--- config.mk ---
export PLATFORM = sky130hd
export DESIGN_NAME = sc_mac_accum
export DESIGN_NICKNAME = d
export VERILOG_FILES = /design/src/rtl/sc_mac_pkg.sv /design/src/rtl/sat_acc.sv /design/src/rtl/sc_mac_accum.sv
export SDC_FILE = /design/constraint.sdc
export NUM_CORES = 1
export LEC_CHECK = 0
export CORE_UTILIZATION = 55
export CTS_CLUSTER_SIZE = 25
export DETAILED_ROUTE_END_ITERATION = 8
export MAX_ROUTING_LAYER = met4
export PLACE_DENSITY = 0.84
export SLEW_MARGIN = 20
export SYNTH_ARGS = -nofsm -noshare
export SYNTH_HDL_FRONTEND = slang
export SYNTH_SLANG_ARGS = --single-unit
--- constraint.sdc ---
create_clock -name clk -period 5.3 [get_ports clk]
set_input_delay 1.59 -clock clk [delete_from_list [all_inputs] [get_ports clk]]
set_output_delay 1.59 -clock clk [all_outputs]
set_load 0.05 [all_outputs]
--- src/rtl/sc_mac_pkg.sv ---
`default_nettype none
// ============================================================================
// Module      : sc_mac_pkg
// Description : Shared FSM state encoding and default widths for sc_mac_accum.
// Revision    : 1.0 - initial release
// ============================================================================
package sc_mac_pkg;

    localparam int C_ACC_W_DEF = 16;
    localparam int C_NT_W_DEF  = 4;

    typedef enum logic [2:0] {
        ST_IDLE = 3'd0,
        ST_LOAD = 3'd1,
        ST_ARM  = 3'd2,
        ST_RUN  = 3'd3,
        ST_DONE = 3'd4
    } state_t;

endpackage
`default_nettype wire

--- src/rtl/sat_acc.sv ---
`default_nettype none
// ============================================================================
// Module      : sat_acc
// Description : Signed saturating +/-1 accumulator with clear and sticky overflow.
// Revision    : 1.0 - initial release
// ============================================================================
module sat_acc #(
    parameter int ACC_W = 16
) (
    input  logic                    clk,
    input  logic                    rst_n,
    input  logic                    i_clr,
    input  logic                    i_en,
    input  logic                    i_neg,
    output logic signed [ACC_W-1:0] o_acc,
    output logic                    o_ovf
);

    localparam logic signed [ACC_W-1:0] C_MAX = {1'b0, {(ACC_W-1){1'b1}}};
    localparam logic signed [ACC_W-1:0] C_MIN = {1'b1, {(ACC_W-1){1'b0}}};
    localparam logic signed [ACC_W-1:0] C_ONE = {{(ACC_W-1){1'b0}}, 1'b1};

    logic signed [ACC_W-1:0] r_acc;
    logic                    r_ovf;

    // A clipped step leaves the value pinned and latches the overflow flag
    always_ff @(posedge clk or negedge rst_n) begin
        if (!rst_n) begin
            r_acc <= '0;
            r_ovf <= 1'b0;
        end else if (i_clr) begin
            r_acc <= '0;
            r_ovf <= 1'b0;
        end else if (i_en) begin
            if (i_neg) begin
                if (r_acc == C_MIN) r_ovf <= 1'b1;
                else                r_acc <= r_acc - C_ONE;
            end else begin
                if (r_acc == C_MAX) r_ovf <= 1'b1;
                else                r_acc <= r_acc + C_ONE;
            end
        end
    end

    assign o_acc = r_acc;
    assign o_ovf = r_ovf;

endmodule
`default_nettype wire

--- src/rtl/sc_mac_accum.sv ---
`default_nettype none
// ============================================================================
// Module      : sc_mac_accum
// Description : Stochastic-computing dot-product sequencer driving an external
//               down counter and a saturating +/-1 accumulator.
// Revision    : 1.0 - initial release
// ============================================================================
module sc_mac_accum
    import sc_mac_pkg::*;
#(
    parameter int ACC_W = C_ACC_W_DEF,
    parameter int NT_W  = C_NT_W_DEF
) (
    input  logic                    clk,
    input  logic                    rst_n,
    input  logic                    start,
    input  logic [NT_W-1:0]         n_terms,
    input  logic                    term_valid,
    input  logic                    term_neg,
    output logic                    term_ready,
    output logic                    cnt_load,
    input  logic                    cnt_stop,
    input  logic                    sbit,
    output logic signed [ACC_W-1:0] result,
    output logic                    result_valid,
    input  logic                    result_ready,
    output logic                    ovf
);

    state_t          r_state;
    logic [NT_W-1:0] r_n_terms;
    logic [NT_W:0]   r_idx;
    logic            r_neg;
    logic            r_term_ready;
    logic            r_result_valid;

    logic            w_hs;
    logic            w_acc_clr;
    logic            w_acc_en;
    logic [NT_W:0]   w_idx_next;

    // r_term_ready is high exactly while in LOAD, so it doubles as the state qualifier
    assign w_hs       = r_term_ready & term_valid;
    assign w_acc_clr  = (r_state == ST_IDLE) & start;
    assign w_acc_en   = (r_state == ST_RUN) & ~cnt_stop & sbit;
    assign w_idx_next = r_idx + {{NT_W{1'b0}}, 1'b1};

    always_ff @(posedge clk or negedge rst_n) begin
        if (!rst_n) begin
            r_state        <= ST_IDLE;
            r_n_terms      <= '0;
            r_idx          <= '0;
            r_neg          <= 1'b0;
            r_term_ready   <= 1'b0;
            r_result_valid <= 1'b0;
        end else begin
            case (r_state)
                ST_IDLE: begin
                    if (start) begin
                        r_n_terms <= n_terms;
                        r_idx     <= '0;
                        if (n_terms == '0) begin
                            r_state        <= ST_DONE;
                            r_result_valid <= 1'b1;
                        end else begin
                            r_state      <= ST_LOAD;
                            r_term_ready <= 1'b1;
                        end
                    end
                end
                ST_LOAD: begin
                    if (term_valid) begin
                        r_neg        <= term_neg;
                        r_term_ready <= 1'b0;
                        r_state      <= ST_ARM;
                    end
                end
                // Gives the external counter a cycle to settle after its load
                ST_ARM: r_state <= ST_RUN;
                ST_RUN: begin
                    if (cnt_stop) begin
                        r_idx <= w_idx_next;
                        if (w_idx_next < {1'b0, r_n_terms}) begin
                            r_state      <= ST_LOAD;
                            r_term_ready <= 1'b1;
                        end else begin
                            r_state        <= ST_DONE;
                            r_result_valid <= 1'b1;
                        end
                    end
                end
                ST_DONE: begin
                    if (result_ready) begin
                        r_state        <= ST_IDLE;
                        r_result_valid <= 1'b0;
                    end
                end
                default: begin
                    r_state        <= ST_IDLE;
                    r_term_ready   <= 1'b0;
                    r_result_valid <= 1'b0;
                end
            endcase
        end
    end

    sat_acc #(
        .ACC_W (ACC_W)
    ) u_sat_acc (
        .clk   (clk),
        .rst_n (rst_n),
        .i_clr (w_acc_clr),
        .i_en  (w_acc_en),
        .i_neg (r_neg),
        .o_acc (result),
        .o_ovf (ovf)
    );

    assign term_ready   = r_term_ready;
    assign cnt_load     = w_hs;
    assign result_valid = r_result_valid;

endmodule
`default_nettype wire

## After elaboration in Yosys (flattened, before gate mapping)

Index checks and enable logic that the tools add are counted.

- Bits of input ports: 12
- Flip-flop bits (word level): 32
- Output and inout bits: 20

- Bitwise operators: 7
- Multiplexer cells: 32
- Equal/unequal tests: 17
- $lt $le $gt $ge: 1
- Add/subtract/negate cells: 3
- Reduce and logical (&&, ||, !) cells: 15

Operators by type and width:

| kind | count |
|---|---|
| $mux 16 | 5 |
| $eq 16x16->1 const B | 2 |
| $mux 3 | 6 |
| $add 16x2->16 const B | 1 |
| $sub 16x2->16 const B | 1 |
| $mux 1 | 15 |
| $pmux 3 s5 | 1 |
| $ne 2x2->1 const B | 6 |
| $reduce_and 6->1 | 2 |
| $mux 5 | 2 |
| $pmux 5 s2 | 1 |
| $reduce_and 3->1 | 3 |
| $pmux 1 s4 | 2 |
| $eq 3x2->1 const B | 2 |
| $ne 3x2->1 const B | 2 |
| $add 5x1->5 const B | 1 |
| $lt 5x4->1 | 1 |
| $and 1x1->1 | 4 |
| $logic_not 4->1 | 1 |
| $ne 2x1->1 const B | 2 |
| $reduce_and 2->1 | 2 |
| $reduce_and 4->1 | 1 |
| $reduce_bool 2->1 | 2 |
| $reduce_or 2->1 | 2 |
| other kinds (6) | 8 |

## Longest topological paths before layout

Gate-level depths: netlist of the first run.

- Depth in word-level cells: 5
- Gate-level depth with buffers: 8

## By module

Synthesis of the first run repeated with hierarchy kept, for this count alone.

- Cells, all modules: 280
- Area total of the unflattened synthesis: 2,394.8 um^2

Modules (own cells, without submodules):

| module | area each (um^2) | times used | cells an instance |
|---|---|---|---|
| sat_acc | 1,500.2 | 1 | 179 |
| sc_mac_accum | 894.6 | 1 | 101 |

## Least setup slack after synthesis of the first run

Ideal clock, no wire load.

- Path type: input to output
- Start: input port term_valid
- End: output port cnt_load
- Arrival time: 1.997 ns
- Path buffers: 0
- Slack: 1.713 ns
- Cell stages on the path: 1
- Cell sequence: and2_1

- Word-level cells in the longest chain between the ends: 1

RTL lines:

| what | RTL line | RTL |
|---|---|---|
| start: declaration | sc_mac_accum.sv:18 | `input logic term_valid,` |
| $and 1x1->1 | sc_mac_accum.sv:43 | `assign w_hs = r_term_ready & term_valid;` |
| end: declaration | sc_mac_accum.sv:21 | `output logic cnt_load,` |

Every way passes these cells.

## Final worst setup path of the first run

Same ends and word-level chain as after synthesis.

==> qor.csv, run 1 <==
metric;value;unit
dp_slack;0.658;ns
path_buf_inv;2;
multi_input_area;0.00140;mm2
status;completed;
drt_iter0_markers;139;
synth_edf_count;0;
crit_cells;3;
start_util;57.5;%
clk_latency;0.29;ns
wl;5100;um
maxSlewViolCount;0;
drc;0;
grt_max_degree;33;
rr_startpoint;r_neg$_DFFE_PN0P_;
ant_nets;0;
finClkSkew;0.00569;ns
stdcell_area;0.00272;mm2
reg2reg_depth;8;
antenna_found_initial;0;
layout-drive-gt1-share;6.34;%
port_buffers;31;
vias;2077;
yosys.area_share.simple;18.7;%
fin_nets;314;
grt_pass1_vias;1754;
rows;23;
arrival;3.05;ns
antennaDiodeCount;0;
peakVddDrop;0.307;mV
synth_area;0.00230;mm2
die-area;0.00444;mm2
ys_async_sr_fraction;100;%
path_delay_family;buffers and inverters;
r2r-end;u_sat_acc.o_acc[14]$_DFFE_PN0P_;
final_util;68.1;%
synth_nets;284;
fillers;334;
whs_path_depth;1;
worstPathMaxFanout;5;
gr-total-overflow;0;
finalSetupViolCount;0;
fin_crit_sh;87.6;%
min_to;r_n_terms[1]$_DFFE_PN0P_;
clock_path_buffers;2;
synth_top_family_by_area;compound AO/OA/AOI/OAI gates;
layout_setup_ws;0.656;ns
powerDensity;634;mW/mm2
regArea;801;um2
rrSetupSlack;2.23;ns
synth-warning-count;0;
cp.required;3.71;ns
grt_pass1_wl;8100;um
cts_tree;done;
clk_pin_slew;0.07;ns
synth_seq_cells;32;
maxCapViolations;0;
wl_per_cell;15.3;um
htree_num_levels;2;
fmax;0.215;GHz
worst_pin_slew;1.08;ns
dieHeight;66.7;um
area_growth;18.4;%
min_path_type;reg2reg;
fin_crit;4.64;ns
worstPathCellList;clkdlybuf4s50_1, and2_1, clkdlybuf4s50_1;
synth-compound-area-share;23.0;%
syn_inst;253;
io_pins;32;
dpl_cell_area;0.00263;mm2
core_area;0.00400;mm2
clock-root-buffer;clkbuf_8;
cp-start-kind;primary input;
cts_resized;0;
synthAdderAreaFrac;10.7;%
numCtsBuffers;5;
end_kind;primary output;
syn_avg_cell_area;9.09;um2
fp.dieW;66.7;um
ys.flop_type;dfrtp_1;
post-cts-setup-buffer-count;0;
vias_per_cell;6.22;
yosysSeqAreaShare;34.8;%
slowest_stage;clkdlybuf4s50_1;
track_usage;25.2;%
holdBufCountCts;0;
dp_hpwl;3560;um
dr.pass1.iters;4;
hp-start;r_n_terms[1]$_DFFE_PN0P_;
rsz0062_at_grt;false;
max_slew_margin;27.8;%
finalHoldViolCount;0;
cts_sinks;32;
synthMuxAreaShare;4.24;%
crit_type;in2out;
globalplace.congestion;0.908;
crit_top_cell;clkdlybuf4s50_1;
synth-xor-area-share;4.19;%
critPathMaxStageDelay;0.79;ns
p_leak;1.19;nW
ys_types;52;
fin_tns_setup;0;ns
-- layer usage --
metal  vias up  part of all wire [%]  wire length [um]  GRT usage, %
li1       1015                     -                 -             -
met1      1003                    47              2410          33.9
met2        55                    46              2370          37.4
met3         4                   5.1               262          5.14
met4         0                   1.1                56          9.31
met5         -                     0                 0             -
-- cell usage after synthesis (3+ instances only) --
library cell | n | area [um2]
a21o_1 | 4 | 30.0
a21oi_1 | 12 | 60.1
a31oi_1 | 3 | 18.8
clkbuf_1 | 5 | 18.8
dfrtp_1 | 32 | 801
ha_1 | 18 | 225
inv_1 | 13 | 48.8
mux2_2 | 6 | 67.6
mux2i_1 | 3 | 30.0
nand2_1 | 14 | 52.6
nand2b_1 | 4 | 25.0
nand3_1 | 28 | 140
nand4_1 | 3 | 18.8
nor2_1 | 5 | 18.8
nor3_1 | 10 | 50.1
o211ai_1 | 4 | 30.0
o21a_1 | 5 | 37.5
o21ai_0 | 29 | 145
o31ai_1 | 4 | 30.0
or3_1 | 3 | 18.8
xnor2_1 | 5 | 43.8
xor2_1 | 6 | 52.6
-- how the worst max path moves through the flow --
stage	startpoint	to	slack, ns
3_3_place_gp	term_valid	cnt_load	0.67
4_1_cts	term_valid	cnt_load	0.66
2_1_floorplan	term_valid	cnt_load	1.71
6_report	term_valid	cnt_load	0.66
5_1_grt	term_valid	cnt_load	0.60
3_5_place_dp	term_valid	cnt_load	0.66
-- report_power, final --
part / total, mW / switching (mW) / internal (mW)
combinational: 1.06 / 0.627 / 0.429
clock: 0.201 / 0.0959 / 0.106
sequential: 0.468 / 0.136 / 0.332
-- registers in the layout, indices dropped and copies added, names as in the netlist --
register and cells:
r_n_terms 4, result_valid 1, r_state 3, r_neg 1
term_ready 1, r_idx 5, u_sat_acc.o_acc 16, u_sat_acc.o_ovf 1
-- cell usage in the layout (no fill, tap or decap), drive strengths merged, types with 2 or more instances in the layout --
cell and n:
nand2 14, mux2i 3, xor2 6, a21oi 12
nand2b 4, nor2b 2, nor2 5, nand4 3
o32ai 2, or3 3, clkdlybuf4s50 31, inv 13
o211a 2, o31ai 4, or4 2, dfrtp 32
nor4 2, nor3 10, o21a 5, o211ai 4
nand3 28, a311oi 2, a31oi 3, clkbuf 7
mux2 6, ha 18, xnor2 5, a21boi 2
a21o 4, o21ai 29, a41oi 2
-- layout make-up --
class                   count  area share [%]
clock buffers               7            3.17
flip-flops and latches     32            29.4
repair buffers             32            11.7
well taps                  50            2.30
inverters                  13            1.79
multi-input cells         199            51.4
clock inverters             1           0.276
-- worst reg2reg max path, delay by kind of cell, from the launching register on --
kind            cells  cell delay (ns)
compound gates      4             1.22
xor+xnor            1             0.17
fa+ha+maj           1             0.47
buf+inv             1             0.22
flops               1             0.75
simple gates        1             0.16
-- through the flow --
| stage | instances | power, mW | hold slack (ns) |
|---|---|---|---|
| 2_1_floorplan | 253 | 1.26 | 0.474 |
| 3_3_place_gp | 326 | 1.49 | 0.491 |
| 3_5_place_dp | 326 | 1.51 | 0.494 |
| 4_1_cts | 334 | 1.72 | 0.509 |
| 5_1_grt | 334 | 1.85 | 0.531 |
| 6_report | 334 | 1.73 | 0.511 |
-- logic make-up after synthesis --
kind of cell	Yosys count
flops	32
buf+inv	22
simple gates	81
compound gates	79
xor+xnor	11
fa+ha+maj	19
mux	9
Note: power is estimated with default switching activity, not from simulation.
==> run 2: changes to the inputs <==
--- a/config.mk
+++ b/config.mk
@@ -8,6 +8,7 @@
 export CORE_UTILIZATION = 55
 export CTS_CLUSTER_SIZE = 25
 export DETAILED_ROUTE_END_ITERATION = 8
+export GPL_TIMING_DRIVEN = 0
 export MAX_ROUTING_LAYER = met4
 export PLACE_DENSITY = 0.84
 export SLEW_MARGIN = 20
==> run 2 against run 1 <==
  * Critical path type unchanged
  * Setup slack worse by 0.012 ns
  * Sequential share of layout area is 0.76 points lower
  * Sequential power is 5.3% lower
  * Clock-buffer cell count is 1 lower
  * Non-clock buffer count is 9 higher
  * Cell area is 2.7% higher
  * First-iteration DRC count is 33% higher
  * Power is 3.6% higher
  * Clock skew is 0.0041 ns higher
  * Cell count is 2.7% higher
==> qor.csv, run 2 (synthesis results as in run 1) <==
metric;value;unit;change
numCtsBuffers;5;;unchanged
peakVddDrop;0.362;mV;was 0.307 mV
comb_power_share;62.1;%;was 61.2%
core_area;0.00400;mm2;unchanged
clock-root-buffer;clkbuf_8;;unchanged
io_pins;32;;unchanged
fin_cells;343;;was 334
area_growth;21.5;%;was 18.4%
finClkSkew;0.00975;ns;was 0.00569 ns
grt_pass1_wl;8960;um;was 8100 um
dp_hpwl;3870;um;was 3560 um
switchingPower;0.874;mW;was 0.859 mW
track_usage;27.5;%;was 25.2%
wl_per_cell;16.0;um;was 15.3 um
slowest_stage;clkdlybuf4s50_1;;unchanged
min_path_type;reg2reg;;unchanged
cp.required;3.71;ns;about the same
fillers;314;;was 334
drt_iter0_markers;185;;was 139
drc;0;;unchanged
fmax;0.215;GHz;about the same
p_sw_share;48.9;%;was 49.8%
maxCapViolations;0;;unchanged
largest_reg_flops;16;;unchanged
gr-total-overflow;0;;unchanged
dpl_cell_area;0.00269;mm2;was 0.00263 mm2
clock_power_share;13.1;%;was 11.7%
holdBufCountCts;0;;unchanged
vias;2125;;was 2077
status;completed;;unchanged
port_buffers;31;;unchanged
finalPower;1.79;mW;was 1.73 mW
p_leak;1.23;nW;was 1.19 nW
final_cell_mix;dfrtp_1 (32), clkdlybuf4s50_1 (30), o21ai_0 (29);;was dfrtp_1 (32), clkdlybuf4s50_1 (31), o21ai_0 (29)
layout-drive-gt1-share;7.85;%;was 6.34%
cp-start-kind;primary input;;unchanged
fin_crit_sh;87.8;%;was 87.6%
cts_tree;done;;unchanged
seq_power_share;24.8;%;was 27.1%
start_util;57.5;%;unchanged
top_layer;met4;;unchanged
globalplace.congestion;0.970;;was 0.908
end_kind;primary output;;unchanged
htree_num_levels;2;;unchanged
worstPathMaxFanout;5;;unchanged
stdcell_area;0.00280;mm2;was 0.00272 mm2
dr.pass1.iters;4;;unchanged
p_int;0.913;mW;was 0.866 mW
post-cts-setup-buffer-count;0;;unchanged
clk_pin_slew;0.07;ns;about the same
met2_length;2560;um;was 2370 um
multi_input_area;0.00140;mm2;unchanged
ant_nets;0;;unchanged
fin_nets;323;;was 314
worst_pin_slew;0.821;ns;was 1.08 ns
cts_sinks;32;;unchanged
finalSetupViolCount;0;;unchanged
regArea;801;um2;unchanged
max_slew_margin;43.8;%;was 27.8%
grt_max_degree;33;;unchanged
fin_tns_setup;0;ns;unchanged
crit_top_cell;clkdlybuf4s50_1;;unchanged
worstPathCellList;clkdlybuf4s50_1, and2_1, clkdlybuf4s50_1;;unchanged
critPathMaxStageDelay;0.79;ns;about the same
crit_type;in2out;;unchanged
final_common_cell;dfrtp_1;;unchanged
cts_resized;0;;unchanged
grt_pass1_vias;1905;;was 1754
antenna_found_initial;0;;unchanged
die-area;0.00444;mm2;unchanged
clock_path_buffers;2;;unchanged
fp.dieW;66.7;um;unchanged
vias_per_cell;6.20;;was 6.22
arrival;3.07;ns;was 3.05 ns
rows;23;;unchanged
fin_crit;4.66;ns;was 4.64 ns
wl;5480;um;was 5100 um
path_delay_family;buffers and inverters;;unchanged
rsz0062_at_grt;false;;unchanged
dp.cells;335;;was 326
wl_met1;2520;um;was 2410 um
antennaDiodeCount;0;;unchanged
dieHeight;66.7;um;unchanged
powerDensity;639;mW/mm2;was 634 mW/mm2
path_buf_inv;2;;unchanged
whs;0.516;ns;was 0.511 ns
dr_wl_met3;336;um;was 262 um
finalHoldViolCount;0;;unchanged
maxSlewViolCount;0;;unchanged
clk_latency;0.29;ns;about the same
==> run 2: cell count changes in the layout (fill, tap and decap cells not counted), sizes merged <==
| cell | before | now |
|---|---|---|
| clkdlybuf4s50 | 31 | 30 |
| buf | 1 | 6 |
| bufinv | 0 | 1 |
| clkinvlp | 1 | 0 |
| clkinv | 0 | 1 |
| clkbuf | 7 | 11 |
==> run 2: cell type report <==
class | instances | area share, %
well taps | 50 | 2.24
multi-input cells | 199 | 50.0
clock inverters | 2 | 1.25
inverters | 13 | 1.75
plain buffers | 9 | 1.84
clock buffers | 6 | 2.60
flip-flops and latches | 32 | 28.6
repair buffers | 32 | 11.6
==> run 2: stage by stage <==
step           worst slack [ns]  utilization, %
4_1_cts                   0.641            69.9
2_1_floorplan              1.71               -
5_1_grt                   0.586            69.9
6_report                  0.644            69.9
3_5_place_dp              0.643            67.2
3_3_place_gp              0.652            66.8
==> run 2: path summary, 6_finish.rpt <==
path                                          start                               to  slack [ns]  cells past startpoint
min reg2reg                result_valid$_DFFE_PN0P_         result_valid$_DFFE_PN0P_        0.52                      1
max in group asynchronous                     rst_n         r_n_terms[2]$_DFFE_PN0P_        3.87                      2
max                                      term_valid                         cnt_load        0.64                      3
min in group asynchronous                     rst_n  u_sat_acc.o_acc[13]$_DFFE_PN0P_        1.25                      2
max reg2reg                       r_neg$_DFFE_PN0P_  u_sat_acc.o_acc[14]$_DFFE_PN0P_        2.09                      8
min                        result_valid$_DFFE_PN0P_         result_valid$_DFFE_PN0P_        0.52                      1
==> run 2: metal layers <==
| metal | GRT usage, % | vias to the layer above |
|---|---|---|
| met5 | - | - |
| met4 | 6.65 | 0 |
| met3 | 5.65 | 10 |
| met2 | 41.4 | 69 |
| met1 | 37.8 | 1014 |
| li1 | - | 1032 |
==> run 2: worst reg2reg max path: cells and delay by family (launching register included) <==
family / cells / cell delay (ns)
fa+ha+maj: 1 / 0.46
compound gates: 4 / 1.33
buf+inv: 1 / 0.23
xor+xnor: 1 / 0.17
flops: 1 / 0.78
simple gates: 1 / 0.16
==> run 2: power groups by stage <==
stage	Clock (mW)	Combinational, mW	Sequential (mW)
after floorplan	0	0.688	0.571
after global placement	0	1.06	0.441
after detailed placement	0	1.09	0.444
after CTS	0.239	1.10	0.441
after global routing	0.249	1.23	0.455
final	0.234	1.11	0.443
